<file path="src/rtl/matrix_multiplier_param.sv">
// N x N matrix multiplier: operands streamed in serially, product computed on a
// single time-shared MAC (loop order i, j, k), results streamed out with valid/ready.
module matrix_multiplier_param #(
  parameter int N      = 3,
  parameter int DW     = 8,
  parameter int SIGNED = 0,
  localparam int OW    = 2*DW + $clog2(N)
) (
  input  logic          clk,
  input  logic          reset,
  input  logic          start,
  input  logic          in_valid,
  input  logic [DW-1:0] in,
  input  logic          out_ready,
  output logic [OW-1:0] o,
  output logic          o_valid,
  output logic          busy,
  output logic          done
);

  localparam int NN = N*N;
  localparam int CW = (N > 1) ? $clog2(N) : 1;
  localparam int AW = (NN > 1) ? $clog2(NN) : 1;
  localparam int LW = $clog2(2*NN);

  typedef enum logic [1:0] {S_IDLE, S_LOAD, S_CALC, S_OUT} state_t;

  state_t        r_state;
  logic [LW-1:0] r_ld;
  logic [CW-1:0] r_i, r_j, r_k;
  logic [AW-1:0] r_idx;
  logic [OW-1:0] r_o;
  logic          r_o_valid;
  logic          r_done;

  logic [DW-1:0] r_a [NN];
  logic [DW-1:0] r_b [NN];
  logic [OW-1:0] r_c [NN];

  logic          w_ld_fire, w_is_a;
  logic [AW-1:0] w_ld_idx, w_a_idx, w_b_idx, w_c_idx, w_idx_nxt;
  logic          w_i_last, w_j_last, w_k_last;
  logic [DW-1:0] w_a_op, w_b_op;
  logic [OW-1:0] w_a_ext, w_b_ext, w_prod, w_acc;

  assign w_ld_fire = (r_state == S_LOAD) && in_valid;
  assign w_is_a    = (r_ld < LW'(NN));
  assign w_ld_idx  = w_is_a ? AW'(r_ld) : AW'(r_ld - LW'(NN));

  assign w_a_idx   = AW'(int'(r_i) * N + int'(r_k));
  assign w_b_idx   = AW'(int'(r_k) * N + int'(r_j));
  assign w_c_idx   = AW'(int'(r_i) * N + int'(r_j));
  assign w_idx_nxt = r_idx + AW'(1);

  assign w_i_last  = (r_i == CW'(N-1));
  assign w_j_last  = (r_j == CW'(N-1));
  assign w_k_last  = (r_k == CW'(N-1));

  assign w_a_op    = r_a[w_a_idx];
  assign w_b_op    = r_b[w_b_idx];

  // Operands are widened to the full result width before multiplying, so the
  // product and every partial sum are exact in OW bits.
  if (SIGNED != 0) begin : g_signed
    assign w_a_ext = OW'($signed(w_a_op));
    assign w_b_ext = OW'($signed(w_b_op));
  end else begin : g_unsigned
    assign w_a_ext = OW'(w_a_op);
    assign w_b_ext = OW'(w_b_op);
  end

  assign w_prod = w_a_ext * w_b_ext;
  assign w_acc  = (r_k == '0) ? w_prod : r_c[w_c_idx] + w_prod;

  // NOTE: operand and result arrays have no reset; every entry is rewritten
  // before it is read, so clearing them would only cost logic.
  always_ff @(posedge clk) begin
    if (w_ld_fire) begin
      if (w_is_a) r_a[w_ld_idx] <= in;
      else        r_b[w_ld_idx] <= in;
    end
    if (r_state == S_CALC) r_c[w_c_idx] <= w_acc;
  end

  always_ff @(posedge clk) begin
    if (reset) begin
      r_state   <= S_IDLE;
      r_ld      <= '0;
      r_i       <= '0;
      r_j       <= '0;
      r_k       <= '0;
      r_idx     <= '0;
      r_o       <= '0;
      r_o_valid <= 1'b0;
      r_done    <= 1'b0;
    end else begin
      r_done <= 1'b0;
      case (r_state)
        S_IDLE: begin
          if (start) begin
            r_state <= S_LOAD;
            r_ld    <= '0;
          end
        end
        S_LOAD: begin
          if (in_valid) begin
            if (r_ld == LW'(2*NN-1)) begin
              r_state <= S_CALC;
              r_ld    <= '0;
              r_i     <= '0;
              r_j     <= '0;
              r_k     <= '0;
            end else begin
              r_ld <= r_ld + LW'(1);
            end
          end
        end
        S_CALC: begin
          if (w_k_last) begin
            r_k <= '0;
            if (w_j_last) begin
              r_j <= '0;
              if (w_i_last) begin
                r_i     <= '0;
                r_idx   <= '0;
                r_state <= S_OUT;
              end else begin
                r_i <= r_i + CW'(1);
              end
            end else begin
              r_j <= r_j + CW'(1);
            end
          end else begin
            r_k <= r_k + CW'(1);
          end
        end
        S_OUT: begin
          // First OUT cycle loads the output register; afterwards each
          // handshake presents the next element.
          if (!r_o_valid) begin
            r_o       <= r_c[r_idx];
            r_o_valid <= 1'b1;
          end else if (out_ready) begin
            if (r_idx == AW'(NN-1)) begin
              r_state   <= S_IDLE;
              r_idx     <= '0;
              r_o       <= '0;
              r_o_valid <= 1'b0;
              r_done    <= 1'b1;
            end else begin
              r_idx <= w_idx_nxt;
              r_o   <= r_c[w_idx_nxt];
            end
          end
        end
        default: r_state <= S_IDLE;
      endcase
    end
  end

  assign o       = r_o;
  assign o_valid = r_o_valid;
  assign done    = r_done;
  assign busy    = (r_state != S_IDLE);

endmodule

</file>
<file path="config.mk">
export PLATFORM = sky130hd
export DESIGN_NAME = matrix_multiplier_param
export DESIGN_NICKNAME = d
export VERILOG_FILES = /design/src/rtl/matrix_multiplier_param.sv
export SDC_FILE = /design/constraint.sdc
export NUM_CORES = 1
export LEC_CHECK = 0
export BUFFER_PORTS_ARGS = -buffer_cell sky130_fd_sc_hd__buf_2
export CORE_MARGIN = 10
export CORE_UTILIZATION = 40
export CTS_BUF_LIST = sky130_fd_sc_hd__clkbuf_8
export DETAILED_ROUTE_END_ITERATION = 6
export HOLD_SLACK_MARGIN = 0.06
export PLACE_DENSITY = 0.62
export SLEW_MARGIN = 20
export SYNTH_ARGS = -nofsm -noshare
export SYNTH_HDL_FRONTEND = slang
export SYNTH_SLANG_ARGS = --single-unit
</file>
<file path="constraint.sdc">
create_clock -name clk -period 8.83 [get_ports clk]
set_input_delay 1.766 -clock clk [delete_from_list [all_inputs] [get_ports clk]]
set_output_delay 1.766 -clock clk [all_outputs]
set_load 0.02 [all_outputs]
</file>
* Word level (Yosys, flattened, before mapping)
Memories as Yosys holds them, arrays and structs flattened. A register that Yosys moved wholly into a read port is not among the register bits. Cells that the tools add are included.
Cells by class: bitwise gates (word level) 3, equality and inequality tests 18, add/sub/neg operators 10, $mul 3, mux-type cells 51, reduce and logical (&&, ||, !) cells 15, magnitude comparators 1
Operators with widths (number):
- $mux 18 | 4
- $mux 4 | 9
- $mux 2 | 17
- $add 18x16->18 | 1
- $ne 2x2->1 const B | 9
- $mul 8x8->16 | 1
- $mux 5 | 3
- $mux 1 | 12
- $pmux 2 s2 | 3
- $eq 2x2->1 const B | 5
- $pmux 5 s2 | 1
- $reduce_and 9->1 | 1
- $add 4x2->4 | 2
- $mul 2x2->4 const B | 2
- $pmux 2 s4 | 1
- $pmux 4 s2 | 1
- $reduce_bool 2->1 | 4
- $add 2x1->2 const B | 3
- $reduce_and 3->1 | 2
- $reduce_and 6->1 | 1
- $add 5x1->5 const B | 1
- $eq 5x5->1 const B | 1
- $lt 5x4->1 const B | 1
- $reduce_and 5->1 | 1
- other kinds (12) | 15
Word-level totals: flip-flop bits (word level) 37, bits in writable memories 306, output and inout bits 21, memories 3
Memories:
- r_c | depth 9, width 18, read ports 3, clocked after memory_dff 1, write ports 1, RTL line 38 | logic [OW-1:0] r_c [NN];
- r_a | depth 9, width 8, read ports 1, clocked after memory_dff 0, write ports 1, RTL line 36 | logic [DW-1:0] r_a [NN];
- r_b | depth 9, width 8, read ports 1, clocked after memory_dff 0, write ports 1, RTL line 37 | logic [DW-1:0] r_b [NN];

* Depth between registers and ports, before layout
Gate-level depths: netlist of run 1.
depth in word-level cells 7, gate-level depth with buffers 33

* Worst setup path after synthesis of run 1
OpenSTA, ideal clock, no wires.
path type register to register, from reg r_i[0], to mem r_c[0][15] (netlist bit) (data pin), path buffers 2, required time 8552 ps, setup slack 1009 ps, cell stages (with the launch flop) 30, data arrival time 7543 ps, setup time 278 ps, path through dfxtp_1 inv_1 ha_1 inv_1 fa_1 buf_1 clkbuf_1 mux4_2 mux2i_1 nand2_1 o21ai_1 nor2_1 fa_1 fa_1 fa_1 inv_1 fa_1 inv_1 ha_1 a21o_1 a31o_2 a31oi_1 xnor2_1 ha_1 a21oi_1 nand3b_1 o31a_1 and2_0 a2111o_1 and3_1
Between the ends: longest elaborated chain between the ends 6, elaborated cells on any way between the ends 8, classes of those cells add/sub (3); mul (2); mux (1); memory (2)
RTL lines:
- start: declaration | RTL line 30 | logic [CW-1:0] r_i, r_j, r_k;
- start signal: assignment | RTL line 128 | r_i <= r_i + CW'(1);
- $mul 2x2->4 * | RTL line 50, 52
- $add 4x3->4 | RTL line 50 | assign w_a_idx = AW'(int'(r_i) * N + int'(r_k));
- $mem_v2 9x8
- $mul 8x8->16 | RTL line 72 | assign w_prod = w_a_ext * w_b_ext;
- $add 18x16->18 | RTL line 73 | assign w_acc = (r_k == '0) ? w_prod : r_c[w_c_idx] + w_prod;
- $mux 18 * | RTL line 73
- via w_acc[15] | RTL line 44 | logic [OW-1:0] w_a_ext, w_b_ext, w_prod, w_acc;
- end: declaration | RTL line 38
Mark *: on every way through the listed nets, which the timed path passes. The rest lies on a longest branch.

* Worst setup path in the final report of run 1
from reg r_k[1], to mem r_c[8][15] (netlist bit) (data pin)
Between the ends: longest elaborated chain between the ends 6, elaborated cells on any way between the ends 9, classes of those cells add/sub (3); mul (2); mux (1); reduce/logical (1); memory (2)
RTL lines:
- start: declaration | RTL line 30
- start signal: assignment | RTL line 134 | r_k <= r_k + CW'(1);
- $mul 2x2->4 | RTL line 51 | assign w_b_idx = AW'(int'(r_k) * N + int'(r_j));
- $add 4x2->4 | RTL line 51
- $mem_v2 9x8
- $mul 8x8->16 | RTL line 72
- $add 18x16->18 | RTL line 73
- $mux 18 * | RTL line 73
- via w_acc[15] | RTL line 44
Marked as above.

==> results of run 1 <==
==> final cells by class <==
cell class / instances / area (um^2) / area share (%)
Clock buffer: 65 / 894.6 / 4.135
Clock inverter: 42 / 327.8 / 1.515
Tap cell: 615 / 769.5 / 3.556
Multi-Input combinational cell: 927 / 8965 / 41.43
Inverter: 77 / 289.0 / 1.336
Timing Repair Buffer: 61 / 375.4 / 1.735
Sequential cell: 347 / 10020 / 46.29
==> logic make-up after synthesis <==
| group | Yosys count |
|---|---|
| XOR/XNOR | 29 |
| buffers and inverters | 150 |
| flip-flops | 347 |
| adder cells (fa/ha/maj) | 118 |
| AND/OR/NAND/NOR | 355 |
| AO/OA/AOI/OAI | 224 |
| multiplexers | 201 |
==> repair_timing <==
| item | CTS | global route |
|---|---|---|
| buffers inserted | 0 | 0 |
| setup endpoints to repair | 0 | 9 |
| resized for setup | 0 | 1 |
==> power by group through the flow <==
stage	Sequential, W	Clock [W]	Combinational [W]
CTS	0.00231	0.00151	0.00320
global route	0.00231	0.00159	0.00358
finish	0.00231	0.00148	0.00322
floorplan	0.00234	0	0.00242
global placement	0.00234	0	0.00313
detailed placement	0.00234	0	0.00318
==> worst max path at each step <==
stage	startpoint	endpoint
finish	r_k[1]$_SDFFE_PP0P_	r_c[8][15]$_DFFE_PP_
global route	r_j[1]$_SDFFE_PP0P_	r_c[1][15]$_DFFE_PP_
CTS	r_k[1]$_SDFFE_PP0P_	r_c[4][15]$_DFFE_PP_
detailed placement	r_k[1]$_SDFFE_PP0P_	r_c[2][15]$_DFFE_PP_
global placement	r_k[1]$_SDFFE_PP0P_	r_c[0][15]$_DFFE_PP_
floorplan	r_i[0]$_SDFFE_PP0P_	r_c[0][15]$_DFFE_PP_
==> layer usage <==
layer	vias up	wire, um	share of wire (%)
li1	5553	-	-
met1	6194	19860	42
met2	435	23250	49
met3	86	3532	7.4
met4	0	1180	2.5
met5	-	0	0
==> critical path: cells and delay by family (launching register included) <==
| kind | cells | cell delay (ns) |
|---|---|---|
| fa+ha+maj | 8 | 3.68 |
| buf+inv | 4 | 0.34 |
| simple gates | 6 | 0.99 |
| compound gates | 6 | 1.85 |
| flops | 1 | 0.39 |
| xor+xnor | 1 | 0.17 |
| mux | 2 | 0.56 |
==> registers in the layout (all words and copies together) (netlist names), named ones only <==
signal and cells:
r_j 2, r_a 72, done 1, r_ld 5
r_k 2, r_i 2, r_c 162, r_state 2
o 18, r_idx 4, o_valid 1, r_b 72
==> through the flow <==
stage	cells	utilization, %	total power (W)	setup slack [ns]
2_1_floorplan	1424	-	0.004760	1.009
3_3_place_gp	2027	42.66	0.005471	0.6273
3_5_place_dp	2027	42.66	0.005517	0.4727
4_1_cts	2134	45.22	0.007015	0.4461
5_1_grt	2134	45.22	0.007490	0.02460
6_report	2134	45.22	0.007008	0.5459
==> synthesized netlist by cell type (all sizes together) (5+ instances only) <==
library cell / count
nand3: 12
xnor2: 17
mux2: 5
dfxtp: 41
o21ai: 76
buf: 27
nand2: 107
o21a: 9
nor2: 154
a21o: 13
or3: 7
inv: 77
xor2: 12
a31oi: 19
clkbuf: 46
mux2i: 56
o221ai: 18
nand3b: 5
edfxtp: 306
fa: 41
mux4: 140
nand2b: 9
nor2b: 6
a211oi: 7
or2: 16
a21oi: 48
nor3: 15
ha: 77
==> flow_metrics.tcl, run 1 <==
set metrics [dict create \
    min-delay-start "o[15]$_SDFFE_PP0P_" \
    p_sw_w 0.002689 \
    die_y_um 240.4 \
    grtUsageTotal_pct 16.71 \
    ys_seq_elements 347 \
    rows 80 \
    core_region_area_um2 47850 \
    fp.dieW_um 240.4 \
    synth_ff_type "edfxtp_1" \
    synthArstFlopShare_pct 0 \
    clock.fmax_mhz 120.7 \
    seq_power_share_pct 32.9 \
    setup_tns_ns 0 \
    yosysSeqAreaShare_pct 51.50 \
    start_kind "register" \
    hold_violations 0 \
    fin_crit_sh_pct 93.82 \
    area_delta_synth_final_pct 11.32 \
    powerDensity_nw_per_um2 323.9 \
    finalSetupViolCount 0 \
    report.final.slew_viol_count 0 \
    syn_area_um2 19440 \
    portBuffers 33 \
    syn_avg_cell_area_um2 13.65 \
    clk_path_buf_depth 3 \
    hold_class "register to register" \
    die-area_um2 57810 \
    io_pins 34 \
    reg2regPathDepth 27 \
    ys_types 66 \
    drtIter0Drc 1113 \
    met3_usage_pct 3.790 \
    crit_path_end_kind "register" \
    first_global_vias 12720 \
    syn-num-nets 1555 \
    clock-sinks 347 \
    num_vias 12270 \
    grt_util_met2_pct 27.61 \
    final_common_cell "edfxtp_1" \
    synth_simple_gate_area_share_pct 8.027 \
    fin_skew_ns 0.04743 \
    antenna_found_initial 0 \
    drt_wl_total_um 47820 \
    synthTopCellsByArea "edfxtp_1, mux4_2, ha_1, dfxtp_1, fa_1" \
    synth-edff-count 306 \
    via_per_inst 5.749 \
    cts_hold_buf 0 \
    synth_adder_area_share_pct 9.179 \
    worst-setup-path-type "register to register" \
    drt_pass1_iterations 5 \
    cp.arrival_ns 8.64 \
    slowest_delay_ns 0.67 \
    synth_compound_area_share_pct 7.345 \
    reg2reg_to "r_c[8][15]$_DFFE_PP_" \
    cts_inserted_buffers 58 \
    fin_hold_ws_ns 0.4954 \
    clkPwrFrac_pct 21.1 \
    p_int_w 0.004319 \
    wl_per_cell_um 22.41 \
    final_nets 1603 \
    synth_top_family_by_area "multiplexers" \
    worstPathMaxFanout 13 \
    period_minus_slack_ns 8.284 \
    swShare_pct 38.37 \
    grt_max_degree 42 \
    initial_utilization_pct 40.63 \
    drive_gt1_share_pct 21.07 \
    required_ns 9.18 \
    clk_pin_slew_worst_paths_ns 0.07 \
    busiest_layer "met2" \
    mostFrequentLayoutCells "edfxtp_1, nor2_1, mux4_2" \
    path_common_cell "fa_1" \
    fill_cells 4229 \
    gp_congestion 0.8405 \
    drc 0 \
    h-tree-depth 2 \
    status "complete, no violations" \
    ys_warn_count 0 \
    stdcell_area_um2 21640 \
    rrSetupSlack_ns 0.55 \
    ir_drop_uv 302.2 \
    hpwl_um 30250 \
    grt_use_met1_pct 21.19 \
    overflow 0 \
    critPathSlowestCell "ha_1" \
    p_comb_share_pct 46.0 \
    synth_top_area_share_pct 47.27 \
    holdPathStages 2 \
    cap_violations 0 \
    hold_end "o[15]$_SDFFE_PP0P_" \
    rsz0062_at_grt "false" \
    clock_latency_ns 0.68 \
    placed_area_um2 20410 \
    relSlewSlack_pct 20.74 \
    worstReg2RegStart "r_k[1]$_SDFFE_PP0P_" \
    p_leak_nw 7.649 \
    synth_mux_area_share_pct 19.46 \
    grt_pass1_wl_um 73930 \
    synth_xor_area_share_pct 1.461 \
    root_buffer "clkbuf_8" \
    n_antenna_cell 0 \
    ant_nets 0 \
    yosys.area.top_type "edfxtp_1" \
    cts_tree "built" \
    tightest_slew_ns 1.186 \
    syn-instance-count 1424 \
]
No activity file was read; power rests on OpenSTA's default activity.
==> inputs of run 2 (changes only) <==
--- a/config.mk
+++ b/config.mk
@@ -6,6 +6,7 @@
 export NUM_CORES = 1
 export LEC_CHECK = 0
 export BUFFER_PORTS_ARGS = -buffer_cell sky130_fd_sc_hd__buf_2
+export CORE_ASPECT_RATIO = 0.8
 export CORE_MARGIN = 10
 export CORE_UTILIZATION = 40
 export CTS_BUF_LIST = sky130_fd_sc_hd__clkbuf_8
==> flow_metrics.tcl, run 2 (same netlist as run 1, synthesis figures left out) <==
set metrics [dict create \
    hold_end "o[10]$_SDFFE_PP0P_" \
    rows 72 \
    cts_hold_buf 0 \
    drive_gt1_share_pct 21.42 \
    powerDensity_nw_per_um2 324.1 \
    hold_class "register to register" \
    initial_utilization_pct 40.33 \
    clkPwrFrac_pct 20.3 \
    min-delay-start "o[10]$_SDFFE_PP0P_" \
    grtUsageTotal_pct 16.65 \
    area_delta_synth_final_pct 11.50 \
    p_int_w 0.004297 \
    clock_latency_ns 0.67 \
    rrSetupSlack_ns 0.48 \
    clock-sinks 347 \
    reg2regPathDepth 28 \
    overflow 0 \
    drc 0 \
    pre_cts_ws_ns 0.2520 \
    via_per_inst 5.700 \
    h-tree-depth 2 \
    report.final.slew_viol_count 0 \
    final_nets 1611 \
    fin_crit_sh_pct 94.62 \
    final_common_cell "edfxtp_1" \
    drt_wl_total_um 48030 \
    gp_congestion 0.8737 \
    stdcell_area_um2 21670 \
    io_pins 34 \
    grt_pass1_wl_um 74440 \
    fin_skew_ns 0.03195 \
    clk_pin_slew_worst_paths_ns 0.06 \
    cts_inserted_buffers 56 \
    worstReg2RegStart "r_k[0]$_SDFFE_PP0P_" \
    hold_violations 0 \
    largest-register "r_c" \
    ant_nets 0 \
    num_vias 12270 \
    tightest_slew_ns 1.098 \
    placed_area_um2 20480 \
    path_common_cell "fa_1" \
    reg_top3 "r_c: 162 flops, r_a: 72 flops, r_b: 72 flops" \
    required_ns 9.19 \
    relSlewSlack_pct 26.63 \
    drt_pass1_iterations 5 \
    first_global_vias 12480 \
    setup_tns_ns 0 \
    antenna_found_initial 1 \
    fin_hold_ws_ns 0.4978 \
    p_leak_nw 7.656 \
    mostFrequentLayoutCells "edfxtp_1, nor2_1, mux4_2" \
    start_kind "register" \
    status "complete, no violations" \
    holdPathStages 2 \
    die_y_um 217.2 \
    p_sw_w 0.002727 \
    fill_cells 4255 \
    drtIter0Drc 1032 \
    seq_power_share_pct 32.8 \
    finalSetupViolCount 0 \
    timing.final.ws_setup_ns 0.4752 \
    clock.fmax_mhz 119.7 \
    portBuffers 33 \
    ir_drop_uv 289.7 \
    worst-setup-path-type "register to register" \
    finalPower_w 0.007024 \
    period_minus_slack_ns 8.355 \
    reg2reg_to "r_c[2][15]$_DFFE_PP_" \
    crit_path_end_kind "register" \
    core_region_area_um2 48200 \
    largest_register_ffs 162 \
    grt_max_degree 41 \
    hpwl_um 30560 \
    clk_path_buf_depth 3 \
    swShare_pct 38.82 \
    p_comb_share_pct 47.0 \
    root_buffer "clkbuf_8" \
    die-area_um2 57870 \
    cap_violations 0 \
    slowest_delay_ns 0.80 \
    wl_per_cell_um 22.32 \
    worstPathMaxFanout 9 \
    fp.dieW_um 266.5 \
    cts_tree "built" \
    critPathSlowestCell "fa_1" \
    cp.arrival_ns 8.71 \
]
-- run 2: cell count changes in the layout (fill, tap and decap cells not counted), sizes merged --
cell      delta
buf         +10
clkbuf       -5
clkinv       +3
clkinvlp     -2
diode        +1
inv          -3
-- run 2: worst max path at each step --
stage / start / to / slack, ns / cells past startpoint
global route: r_k[0]$_SDFFE_PP0P_ / r_c[2][15]$_DFFE_PP_ / -0.01 / 28
global placement: r_j[1]$_SDFFE_PP0P_ / r_c[1][16]$_DFFE_PP_ / 0.40 / 26
CTS: r_k[0]$_SDFFE_PP0P_ / r_c[1][16]$_DFFE_PP_ / 0.20 / 27
floorplan: r_i[0]$_SDFFE_PP0P_ / r_c[0][15]$_DFFE_PP_ / 1.01 / 29
detailed placement: r_k[0]$_SDFFE_PP0P_ / r_c[3][16]$_DFFE_PP_ / 0.25 / 27
finish: r_k[0]$_SDFFE_PP0P_ / r_c[2][15]$_DFFE_PP_ / 0.48 / 28
-- run 2: layout make-up --
cell class / count / area [um^2] / share of cell area, %
clock inverter: 40 / 319.1 / 1.472
inverter: 77 / 289.0 / 1.334
antenna: 1 / 2.502 / 0.01155
sequential: 347 / 10010 / 46.20
clock buffer: 60 / 825.8 / 3.810
multi-input combinational: 927 / 8985 / 41.46
tap: 629 / 787.0 / 3.631
timing repair buffer: 71 / 450.4 / 2.078
-- run 2: layer usage --
metal / GRT usage, % / routed length, um / vias to the layer above
met3: 4.091 / 3492 / 82
met2: 26.02 / 22490 / 407
met5: 0 / 0 / -
met1: 22.59 / 21000 / 6228
met4: 5.173 / 1039 / 0
li1: - / - / 5550
-- run 2: worst max-delay path, delay by kind of cell, from the launching register on --
family / cells / cell delay (ns)
fa+ha+maj: 9 / 4.09
compound gates: 7 / 1.96
buf+inv: 5 / 0.35
mux: 1 / 0.23
flops: 1 / 0.44
xor+xnor: 1 / 0.18
simple gates: 5 / 0.79
-- run 2: power groups by stage --
| stage | Sequential [W] | Combinational, W | Clock (W) |
|---|---|---|---|
| after floorplan | 0.00234 | 0.00242 | 0 |
| after global placement | 0.00233 | 0.00318 | 0 |
| after detailed placement | 0.00234 | 0.00324 | 0 |
| after CTS | 0.00230 | 0.00326 | 0.00146 |
| after global routing | 0.00231 | 0.00369 | 0.00154 |
| final | 0.00230 | 0.00330 | 0.00142 |
-- run 2: stage by stage --
| step | utilization (%) | cells |
|---|---|---|
| 6_report | 44.97 | 2152 |
| 5_1_grt | 44.97 | 2152 |
| 4_1_cts | 44.88 | 2150 |
| 3_5_place_dp | 42.50 | 2050 |
| 3_3_place_gp | 42.50 | 2050 |
| 2_1_floorplan | - | 1424 |
-- run 2: repair_timing --
| action | 4_1_cts | 5_1_grt |
|---|---|---|
| setup endpoints to repair | 0 | 45 |
| resized for setup | 0 | 6 |
| setup buffers | 0 | 1 |
